--- config.mk ---
export PLATFORM = sky130hd
export DESIGN_NAME = dmem_arb_flat
export DESIGN_NICKNAME = d
export VERILOG_FILES = /design/src/rtl/dmem_arb_if.sv /design/src/rtl/dmem_arb.sv /design/src/flat_wrapper.sv
export SDC_FILE = /design/constraint.sdc
export NUM_CORES = 1
export LEC_CHECK = 0
export BUFFER_PORTS_ARGS = -buffer_cell sky130_fd_sc_hd__buf_2
export CAP_MARGIN = 10
export CORE_ASPECT_RATIO = 0.7
export CORE_MARGIN = 4
export CORE_UTILIZATION = 30
export CTS_CLUSTER_DIAMETER = 40
export DETAILED_ROUTE_END_ITERATION = 12
export PLACE_DENSITY = 0.7
export SETUP_SLACK_MARGIN = 0.4
export SLEW_MARGIN = 15
export SYNTH_ARGS = -nofsm -noshare
export SYNTH_HDL_FRONTEND = slang
export SYNTH_SLANG_ARGS = --single-unit
export TNS_END_PERCENT = 10
--- constraint.sdc ---
create_clock -name clk -period 2.1 [get_ports clk]
set_input_delay 0.105 -clock clk [delete_from_list [all_inputs] [get_ports clk]]
set_output_delay 0.105 -clock clk [all_outputs]
set_load 0.05 [all_outputs]
--- src/rtl/dmem_arb_if.sv ---
// Bus bundle for dmem_arb: core load/store port, host/DMA port and data-memory port.
// The slave modport is the arbiter's view; master is the surrounding core/host/memory side.
interface dmem_arb_if #(
  parameter int DW = 16,
  parameter int AW = 8
);
  logic          c_req;
  logic          c_we;
  logic [AW-1:0] c_addr;
  logic [DW-1:0] c_wd;
  logic [DW-1:0] c_rd;
  logic          c_stall;

  logic          h_req;
  logic          h_we;
  logic [AW-1:0] h_addr;
  logic [DW-1:0] h_wd;
  logic [DW-1:0] h_rd;
  logic          h_ack;

  logic [AW-1:0] m_addr;
  logic [DW-1:0] m_wd;
  logic          m_we;
  logic [DW-1:0] m_rd;

  modport slave (
    input  c_req, c_we, c_addr, c_wd,
    output c_rd, c_stall,
    input  h_req, h_we, h_addr, h_wd,
    output h_rd, h_ack,
    output m_addr, m_wd, m_we,
    input  m_rd
  );

  modport master (
    output c_req, c_we, c_addr, c_wd,
    input  c_rd, c_stall,
    output h_req, h_we, h_addr, h_wd,
    input  h_rd, h_ack,
    input  m_addr, m_wd, m_we,
    output m_rd
  );
endinterface

--- src/rtl/dmem_arb.sv ---
// Single-port data-memory arbiter: core has fixed priority, host is protected from starvation.
// Define DMARB_RR_EN to resolve contention round-robin instead of by the starvation counter.
module dmem_arb #(
  parameter int DW         = 16,
  parameter int AW         = 8,
  parameter int STARVE_MAX = 3
) (
  input  logic     clk,
  input  logic     rst,
  dmem_arb_if.slave bus
);

  localparam logic [0:0] IDLE = 1'b0;
  localparam logic [0:0] HACK = 1'b1;

  logic [0:0]    state;
  logic [0:0]    state_nx;
  logic          gnt_h;
  logic          gnt_c;
  logic          host_wins;
  logic          h_ack_q;
  logic [DW-1:0] h_rd_q;

`ifdef DMARB_RR_EN
  localparam logic OWNER_CORE = 1'b0;
  localparam logic OWNER_HOST = 1'b1;

  logic last_owner;

  // Under contention the requester that did not own memory last time wins.
  assign host_wins = (last_owner == OWNER_CORE);

  always_ff @(posedge clk or negedge rst) begin
    if (!rst) begin
      last_owner <= OWNER_HOST;
    end else if (gnt_h) begin
      last_owner <= OWNER_HOST;
    end else if (gnt_c) begin
      last_owner <= OWNER_CORE;
    end
  end
`else
  localparam logic [3:0] STARVE_LIM = 4'(STARVE_MAX);

  logic [3:0] starve_cnt;
  logic       contend;

  assign contend   = bus.h_req & bus.c_req;
  assign host_wins = (starve_cnt == STARVE_LIM);

  // Counts consecutive contention cycles the host lost; frozen while the host is being acked.
  always_ff @(posedge clk or negedge rst) begin
    if (!rst) begin
      starve_cnt <= '0;
    end else if (state == IDLE) begin
      if (gnt_h || !bus.h_req) begin
        starve_cnt <= '0;
      end else if (contend && (starve_cnt != STARVE_LIM)) begin
        starve_cnt <= starve_cnt + 4'd1;
      end
    end
  end
`endif

  // The host can only be granted from IDLE; the ack cycle always belongs to the core.
  always_comb begin
    gnt_h = 1'b0;
    gnt_c = bus.c_req;
    if (state == IDLE) begin
      gnt_h = bus.h_req & (~bus.c_req | host_wins);
      gnt_c = bus.c_req & ~gnt_h;
    end
  end

  always_comb begin
    if (gnt_h) begin
      bus.m_addr = bus.h_addr;
      bus.m_wd   = bus.h_wd;
      bus.m_we   = bus.h_we;
    end else begin
      bus.m_addr = bus.c_addr;
      bus.m_wd   = bus.c_wd;
      bus.m_we   = bus.c_we & gnt_c;
    end
  end

  assign bus.c_rd    = bus.m_rd;
  assign bus.c_stall = bus.c_req & ~gnt_c;
  assign bus.h_ack   = h_ack_q;
  assign bus.h_rd    = h_rd_q;

  always_comb begin
    state_nx = IDLE;
    if ((state == IDLE) && gnt_h) begin
      state_nx = HACK;
    end
  end

  always_ff @(posedge clk or negedge rst) begin
    if (!rst) begin
      state <= IDLE;
    end else begin
      state <= state_nx;
    end
  end

  // Read data is captured for host writes too, so h_rd always reflects the last host access.
  always_ff @(posedge clk or negedge rst) begin
    if (!rst) begin
      h_ack_q <= 1'b0;
      h_rd_q  <= '0;
    end else begin
      h_ack_q <= gnt_h;
      if (gnt_h) begin
        h_rd_q <= bus.m_rd;
      end
    end
  end

endmodule
--- src/flat_wrapper.sv ---
// flat-port wrapper written by rule: the top's interface ports become plain ports
module dmem_arb_flat 
#(
  parameter int DW         = 16,
  parameter int AW         = 8,
  parameter int STARVE_MAX = 3
)
  (clk, rst, bus_c_req, bus_c_we, bus_c_addr, bus_c_wd, bus_c_rd, bus_c_stall, bus_h_req, bus_h_we, bus_h_addr, bus_h_wd, bus_h_rd, bus_h_ack, bus_m_addr, bus_m_wd, bus_m_we, bus_m_rd);
  dmem_arb_if #(.DW(DW), .AW(AW)) bus_i ();
  input  logic clk;
  input  logic rst;
  input wire logic [$bits(bus_i.c_req)-1:0] bus_c_req;
  input wire logic [$bits(bus_i.c_we)-1:0] bus_c_we;
  input wire logic [$bits(bus_i.c_addr)-1:0] bus_c_addr;
  input wire logic [$bits(bus_i.c_wd)-1:0] bus_c_wd;
  output wire logic [$bits(bus_i.c_rd)-1:0] bus_c_rd;
  output wire logic [$bits(bus_i.c_stall)-1:0] bus_c_stall;
  input wire logic [$bits(bus_i.h_req)-1:0] bus_h_req;
  input wire logic [$bits(bus_i.h_we)-1:0] bus_h_we;
  input wire logic [$bits(bus_i.h_addr)-1:0] bus_h_addr;
  input wire logic [$bits(bus_i.h_wd)-1:0] bus_h_wd;
  output wire logic [$bits(bus_i.h_rd)-1:0] bus_h_rd;
  output wire logic [$bits(bus_i.h_ack)-1:0] bus_h_ack;
  output wire logic [$bits(bus_i.m_addr)-1:0] bus_m_addr;
  output wire logic [$bits(bus_i.m_wd)-1:0] bus_m_wd;
  output wire logic [$bits(bus_i.m_we)-1:0] bus_m_we;
  input wire logic [$bits(bus_i.m_rd)-1:0] bus_m_rd;
  assign bus_i.c_req = bus_c_req;
  assign bus_i.c_we = bus_c_we;
  assign bus_i.c_addr = bus_c_addr;
  assign bus_i.c_wd = bus_c_wd;
  assign bus_c_rd = bus_i.c_rd;
  assign bus_c_stall = bus_i.c_stall;
  assign bus_i.h_req = bus_h_req;
  assign bus_i.h_we = bus_h_we;
  assign bus_i.h_addr = bus_h_addr;
  assign bus_i.h_wd = bus_h_wd;
  assign bus_h_rd = bus_i.h_rd;
  assign bus_h_ack = bus_i.h_ack;
  assign bus_m_addr = bus_i.m_addr;
  assign bus_m_wd = bus_i.m_wd;
  assign bus_m_we = bus_i.m_we;
  assign bus_i.m_rd = bus_m_rd;
  dmem_arb #(.DW(DW), .AW(AW), .STARVE_MAX(STARVE_MAX)) u_core (.clk(clk), .rst(rst), .bus(bus_i));
endmodule
# Yosys cells after proc, flatten, opt, wreduce, memory -nomap -nowiden
# Cells that the tools add are included.
[totals] ff_bits=22 latch_bits=0 ram_bits=0 romBits=0 in_bits=70 out_inout_bits=59 word_cells=31 mem_count=0
[op_classes] add_sub_neg=1 mul=0 div=0 n_lt_le_gt_ge=0 eq_ne=2 n_shift=0 muxes=8 bitwise=10 reduce_logical=6
[op_table] op="16-bit two-way mux" n=1
[op_table] op="4-bit two-way mux" n=2
[op_table] op="8-bit two-way mux" n=1
[op_table] op="1-bit bitwise AND" n=5
[op_table] op="4-bit by 1-bit adder with 4-bit output (second input constant)" n=1
[op_table] op="4-bit by 2-bit equality test with 1-bit output (second input constant)" n=1
[op_table] op="1-bit two-way mux" n=4
[op_table] op="4-bit by 2-bit inequality test with 1-bit output (second input constant)" n=1
[op_table] op="1-bit inverter" n=4
[op_table] op="1-bit logical AND" n=2
[op_table] op="2-bit AND reduction" n=1
[op_table] op="2-bit nonzero test" n=1
[op_table] op="1-bit logical NOT" n=1
[op_table] op="1-bit logical OR" n=1
[op_table] op="1-bit bitwise OR" n=1

# Longest topological paths before layout
# Gate-level depths: netlist (run 1).
[depth] depth_word=8 mapped_depth=6

# Worst setup path after synthesis (run 1)
# Ideal clock, no wire load.
[synth_path] kind="reg-to-output" from="register u_core.starve_cnt[0]" to="output bus_m_we" arrival_time_ps=2383 required_ps=1995 path_slack_ps=-388 path_stages_with_launch=6 n_path_buf=1 cell_sequence="dfrtp_1 ha_1 or3b_1 buf_2 and2_1 o31ai_1"
[synth_between] elab_chain_cells=8
[synth_lines] element="start, declared" line="dmem_arb.sv:45" text="logic [3:0] starve_cnt;"
[synth_lines] element="start signal, assigned" line="dmem_arb.sv:59" text="starve_cnt <= starve_cnt + 4'd1;"
[synth_lines] element="4-bit by 2-bit equality test with 1-bit output (*)" line="dmem_arb.sv:49" text="assign host_wins = (starve_cnt == STARVE_LIM);"
[synth_lines] element="1-bit bitwise OR (*)" line="dmem_arb.sv:70" text="gnt_h = bus.h_req & (~bus.c_req | host_wins);"
[synth_lines] element="1-bit bitwise AND (*)" line="dmem_arb.sv:70"
[synth_lines] element="1-bit inverter" line="dmem_arb.sv:71" text="gnt_c = bus.c_req & ~gnt_h;"
[synth_lines] element="1-bit bitwise AND" line="dmem_arb.sv:71"
[synth_lines] element="1-bit two-way mux" line="dmem_arb.sv:69" text="if (state == IDLE) begin"
[synth_lines] element="1-bit bitwise AND" line="dmem_arb.sv:83" text="bus.m_we = bus.c_we & gnt_c;"
[synth_lines] element="1-bit two-way mux (*)" line="dmem_arb.sv:76" text="if (gnt_h) begin"
[synth_lines] element="end, declared" line="flat_wrapper.sv:26" text="output wire logic [$bits(bus_i.m_we)-1:0] bus_m_we;"
# Mark *: on every way between the ends. The rest lies on a longest branch, timed or not.

# Final worst setup path (run 1)
[layout_path] from="register u_core.starve_cnt[1]" to="output bus_m_wd[0]"
[layout_between] elab_chain_cells=5
[layout_lines] element="4-bit by 2-bit equality test with 1-bit output" line="dmem_arb.sv:49"
[layout_lines] element="1-bit bitwise OR" line="dmem_arb.sv:70"
[layout_lines] element="1-bit bitwise AND" line="dmem_arb.sv:70"
[layout_lines] element="1-bit two-way mux" line="dmem_arb.sv:69"
[layout_lines] element="16-bit two-way mux" line="dmem_arb.sv:76"
[layout_lines] element="end, declared" line="flat_wrapper.sv:25" text="output wire logic [$bits(bus_i.m_wd)-1:0] bus_m_wd;"
# Every way passes these cells.

==> reports/metrics.yaml, run 1 <==
logic_synthesis:
  synth-edff-count: 0
  syn_avg_cell_area_um2: 12.4
  synth_top_area_frac: 0.410
  synth_area_leaders: "dfrtp_1, mux2_2, buf_4"
  async_reset_ff_frac: 1.00
  synth_top_area_cell: "dfrtp_1"
  synthCells: 108
  synth_cell_type_count: 29
  yosysWarnings: 0
  syn_area_um2: 1340
  syn_nets: 179
  ys_ff_latch: 22
  ys_seq_area_frac: 0.410
  synthFlopType: "dfrtp_1"
place:
  placed_area_um2: 2050
  place_ws_ns: 0.0816
  gp_congestion: 0.690
  hpwl_um: 3430
  io_buffers: 128
power:
  ir_drop_mv: 0.400
  power_density_nw_per_um2: 720
  power_leakage_nw: 1.25
layout:
  finalInstanceArea_um2: 2370
  syn2layout_area_growth_pct: 76.9
  nFillCells: 379
  multiInputGateArea_um2: 734
  regArea_um2: 551
  fin_nets: 301
  diodes: 0
  drive_gt1_frac: 0.817
  postLayoutCoreUtil: 0.549
grt:
  top_usage_layer: "met2"
  gr-usage-met1: 0.163
  met2_usage: 0.293
  grt_max_degree: 23
  grt_pass1_wl_um: 6580
  grt_overflow: 0
  antenna_found_initial: 0
  grt_use_total: 0.149
  grt_pass1_vias: 1365
  grt.met3_usage: 0.0219
floorplanning:
  io_pins: 129
  std_cell_rows: 20
  initial_core_util: 0.310
  die_w_um: 88.0
  core_um2: 4330
  dieArea_um2: 5630
  die_h_um: 64.0
route:
  viasPerCell: 4.63
  routed_wl_um: 4470
  firstDrtPassIters: 4
  drt_iter0_markers: 36
  vias: 1314
  wl_per_cell_um: 15.7
  ant_nets: 0
  drc: 0
critical_path:
  r2r_cells: 6
  critPathMaxStageDelay_ns: 0.40
  cp-start-kind: "register"
  required_ns: 2.00
  path_class: "reg2out"
  cp_max_fo: 10
  cp_cell_sequence: "ha_2 > or3b_4 > a21oi_4 > buf_6 > buf_12 > mux2_4 > buf_6"
  slowest_stage: "or3b_4"
  cp_num_cells: 7
  worst-endpoint-arrival_ns: 2.13
  worst_path_dominant_cell_family: "buffers and inverters"
  cp_common_cell: "buf_6"
  setup.worst_path.end_class: "output port"
  critical_path_buf_inv_count: 3
sta:
  fin_ws_ns: -0.137
  rsz0062_at_grt: "true"
  hold_ws_ns: 0.0747
  tightest_slew_ns: 0.484
  slew_headroom: 0.677
  skew_ns: 0.00750
  max_freq_mhz: 447
  setup_viol: 24
  fin_crit_sh: 1.07
  finalMaxSlewViolations: 0
  finalHoldViolations: 0
  period_needed_ns: 2.24
clock_tree:
  clk_pin_slew_ns: 0.08
  cts_buffers: 3
  cts_tree: "done"
  cts_buffer_depth: 2
  clock-sinks: 22
  cts_root_buf: "clkbuf_8"
  cts-htree-levels: 1
  worstSkewPairLatency_ns: 0.26
min_path:
  hold_class: "in2reg"
  hold_depth: 2
outcome:
  failed_checks: "negative setup slack"
  status: "complete, but fails checks"
run:
  cap_viol_max_count: 0
[layer usage]
| layer | part of all wire | wire [um] |
|---|---|---|
| met5 | 0 | 0 |
| met1 | 0.34 | 1540 |
| met2 | 0.56 | 2480 |
| met4 | 0.012 | 53 |
| met3 | 0.088 | 394 |
[power by group]
part | internal (W) | switching [W]
Combinational | 0.000320 | 0.000577
Sequential | 0.000486 | 0.0000290
Clock | 0.000167 | 0.000130
[cells in the final DEF (no fill, tap or decap), drive strengths merged, types with 2 or more instances in the layout]
cell	count
buf	137
mux2	40
dfrtp	22
clkbuf	4
nand2	2
nor2	2
a21oi	2
[through the flow]
| stage | setup TNS [ns] | power, W | cells |
|---|---|---|---|
| final | -2.97 | 0.00171 | 284 |
| after global routing | -4.77 | 0.00179 | 284 |
| after CTS | -3.11 | 0.00173 | 284 |
| after detailed placement | 0 | 0.00134 | 274 |
| after global placement | 0 | 0.00133 | 274 |
| after floorplan | 0 | 0.00114 | 108 |
[worst reg2reg max path, stage by stage (launching register included)]
cell and delay (ns):
dfrtp_1 0.37, ha_2 0.19, or3b_4 0.40, a21oi_4 0.15
buf_4 0.15, bufbuf_16 0.27, mux2_2 0.33
[flip-flops by register name, indices dropped and copies added, names as in the netlist]
name	count
u_core.bus.h_ack	1
u_core.bus.h_rd	16
u_core.starve_cnt	4
u_core.state	1
[area by class of cell]
type / count / share of cell area
Sequential cell: 22 / 0.232
Tap cell: 55 / 0.0290
Clock buffer: 4 / 0.0232
Multi-Input combinational cell: 63 / 0.309
Inverter: 1 / 0.00158
Timing Repair Buffer: 139 / 0.405
[final timing paths]
kind                                             startpoint                               to  slack [ns]
min in group asynchronous                               rst  u_core.bus.h_rd[12]$_DFFE_PN0N_        0.34
hold / removal                                  bus_m_rd[8]   u_core.bus.h_rd[8]$_DFFE_PN0N_        0.07
hold reg to reg              u_core.bus.h_rd[8]$_DFFE_PN0N_   u_core.bus.h_rd[8]$_DFFE_PN0N_        0.49
setup reg to reg           u_core.starve_cnt[1]$_DFFE_PN0P_   u_core.bus.h_rd[2]$_DFFE_PN0N_        0.13
setup / recovery           u_core.starve_cnt[1]$_DFFE_PN0P_                      bus_m_wd[0]       -0.14
max in group asynchronous                               rst       u_core.bus.h_ack$_DFF_PN0_        1.43
[synth_stat cells (2+ instances only)]
cell type and number:
dfrtp_1 22, buf_4 16, nor2_1 2, mux2_2 39
buf_6 4, nand2_1 2
[cells by family (layout without fill, tap and decap cells)]
logic type	count (synthesis)	in the layout	share of synthesized area
mux	40	40	0.336
buf+inv	23	144	0.132
flops	22	22	0.410
simple gates	12	12	0.0503
compound gates	10	10	0.0624
fa+ha+maj	1	1	0.00932
[what timing repair did]
item	in CTS	in global routing
gates cloned	2	0
pin swaps	1	2
buffers inserted	3	0
gates resized for setup	56	1
hold endpoints to repair	22	0
hold buffers	1	0
setup endpoints to repair	42	42
Power figures use the tool's default switching activity.
==> run 2, diff against run 1 <==
Settings changed: SETUP_SLACK_MARGIN 0.4 to 0.15.
==> reports/metrics.yaml, run 2 (synthesized netlist as in run 1, its figures left out) <==
outcome:
  status: "complete, but fails checks"
  failed_checks: "negative setup slack"
critical_path:
  setup.worst_path.end_class: "output port"
  worst-endpoint-arrival_ns: 2.16  # +0.03 ns
  r2r_cells: 8  # +2
  r2r-start: "u_core.starve_cnt[1]$_DFFE_PN0P_"
  cp_max_fo: 6  # -4
  timing.rr.end: "u_core.bus.h_rd[8]$_DFFE_PN0N_"
  path_class: "reg2out"
  reg2reg_slack_ns: -0.06  # -0.19 ns
  cp-start-kind: "register"
  required_ns: 2.00  # about the same
  crit_start: "u_core.starve_cnt[1]$_DFFE_PN0P_"
  crit_end: "bus_m_wd[9]"
route:
  firstDrtPassIters: 4  # unchanged
  viasPerCell: 4.47  # -3.4%
  routed_wl_um: 4620  # +3.4%
  wl_per_cell_um: 16.0  # +1.9%
  drc: 0  # unchanged
  ant_nets: 0  # unchanged
  drt_iter0_markers: 36  # unchanged
  vias: 1287  # -2.1%
layout:
  drive_gt1_frac: 0.820  # +0.00315
  multiInputGateArea_um2: 749  # +2.0%
  fin_nets: 305  # +1.3%
  finalInstanceArea_um2: 2490  # +4.8%
  mostFrequentLayoutCell: "buf_2"
  regArea_um2: 551  # unchanged
  nFillCells: 381  # +0.53%
  layout_common_cells: "buf_2, mux2_4, dfrtp_1"
  diodes: 0  # unchanged
  postLayoutCoreUtil: 0.575  # +0.0263
  syn2layout_area_growth_pct: 85.4
  largest_reg_flops: 16  # unchanged
floorplanning:
  die_w_um: 88.0  # unchanged
  io_pins: 129  # unchanged
  core_um2: 4330  # unchanged
  initial_core_util: 0.310  # unchanged
  dieArea_um2: 5630  # unchanged
  std_cell_rows: 20  # unchanged
  die_h_um: 64.0  # unchanged
clock_tree:
  cts_root_buf: "clkbuf_8"
  clock-sinks: 22  # unchanged
  cts-htree-levels: 1  # unchanged
  cts_buffers: 3  # unchanged
  worstSkewPairLatency_ns: 0.26  # about the same
  clk_pin_slew_ns: 0.08  # about the same
  cts_tree: "done"
  cts_buffer_depth: 2  # unchanged
sta:
  fin_crit_sh: 1.08  # +0.0153
  skew_ns: 0.00861  # +0.00112 ns
  fin_ws_ns: -0.169  # -0.0322 ns
  tns_ns: -4.40  # -1.43 ns
  finalMaxSlewViolations: 0  # unchanged
  period_needed_ns: 2.27  # +0.0322 ns
  setup_viol: 40  # +67%
  rsz0062_at_grt: "true"
  slew_headroom: 0.682  # +0.00478
  max_freq_mhz: 441  # -1.4%
  tightest_slew_ns: 0.477  # -0.00717 ns
  finalHoldViolations: 0  # unchanged
place:
  hpwl_um: 3020  # -12%
  io_buffers: 128  # unchanged
  gp_congestion: 0.664  # -3.8%
  placed_area_um2: 1940  # -5.6%
run:
  cap_viol_max_count: 0  # unchanged
grt:
  grt_pass1_vias: 1289  # -5.6%
  grt_max_degree: 23  # unchanged
  grt_overflow: 0  # unchanged
  grt_use_total: 0.144  # -0.00533
  antenna_found_initial: 0  # unchanged
  grt_pass1_wl_um: 6310  # -4.1%
power:
  power_density_nw_per_um2: 711  # -1.2%
  ir_drop_mv: 0.524  # +31%
  power_leakage_nw: 1.32  # +5.4%
min_path:
  hold_class: "in2reg"
[run 2: metrics by stage]
| stage | cells | hold WS (ns) | setup WS, ns | power (W) |
|---|---|---|---|---|
| 2_1_floorplan | 108 | -0.191 | 0.0267 | 0.00111 |
| 3_3_place_gp | 272 | 0.0909 | 0.0907 | 0.00129 |
| 3_5_place_dp | 272 | 0.0966 | 0.0492 | 0.00130 |
| 4_1_cts | 285 | 0.0726 | -0.190 | 0.00170 |
| 5_1_grt | 288 | 0.0690 | -0.258 | 0.00184 |
| 6_report | 288 | 0.0742 | -0.169 | 0.00177 |
[run 2: final cells by class]
| type | instances | share of cell area |
|---|---|---|
| multi-input cells | 63 | 0.301 |
| flip-flops and latches | 22 | 0.221 |
| repair buffers | 143 | 0.426 |
| inverters | 1 | 0.00151 |
| clock buffers | 4 | 0.0221 |
| well taps | 55 | 0.0277 |
[run 2: power breakdown]
group / switching, W / leakage (nW) / internal (W)
logic: 0.000588 / 1.02 / 0.000369
clock network: 0.000126 / 0.0288 / 0.000167
registers: 0.0000327 / 0.269 / 0.000487
[run 2: worst min-delay path by stage]
stage / slack (ns) / startpoint / depth (start not counted) / to
detailed placement: 0.1 / rst / 1 / u_core.state$_DFF_PN0_
CTS: 0.07 / bus_m_rd[8] / 2 / u_core.bus.h_rd[8]$_DFFE_PN0N_
global placement: 0.09 / rst / 1 / u_core.state$_DFF_PN0_
global route: 0.07 / bus_m_rd[8] / 2 / u_core.bus.h_rd[8]$_DFFE_PN0N_
finish: 0.07 / bus_m_rd[8] / 2 / u_core.bus.h_rd[8]$_DFFE_PN0N_
floorplan: -0.19 / rst / 0 / u_core.bus.h_ack$_DFF_PN0_
[run 2: worst max-delay path: stages (launching register included)]
cell and delay, ns:
dfrtp_1 0.36, ha_2 0.18, or3b_4 0.39, a21oi_4 0.22, buf_6 0.15, clkbuf_16 0.15
mux2_4 0.31, buf_8 0.15
[run 2: what timing repair did]
action / 4_1_cts / 5_1_grt
gates resized for setup: 70 / 34
endpoints found under the setup margin: 42 / 42
pin swaps: 2 / 3
hold buffers: 1 / 0
hold endpoints to repair: 22 / 0
cloned: 2 / 1
buffers inserted: 6 / 2
[run 2: metal layers]
metal,global-route usage,share of wire,vias to the layer above,wire length (um)
li1,-,-,619,-
met3,0.0374,0.061,0,283
met5,0,0,-,0
met2,0.257,0.54,42,2490
met4,0.0172,0,0,0
met1,0.179,0.40,626,1850
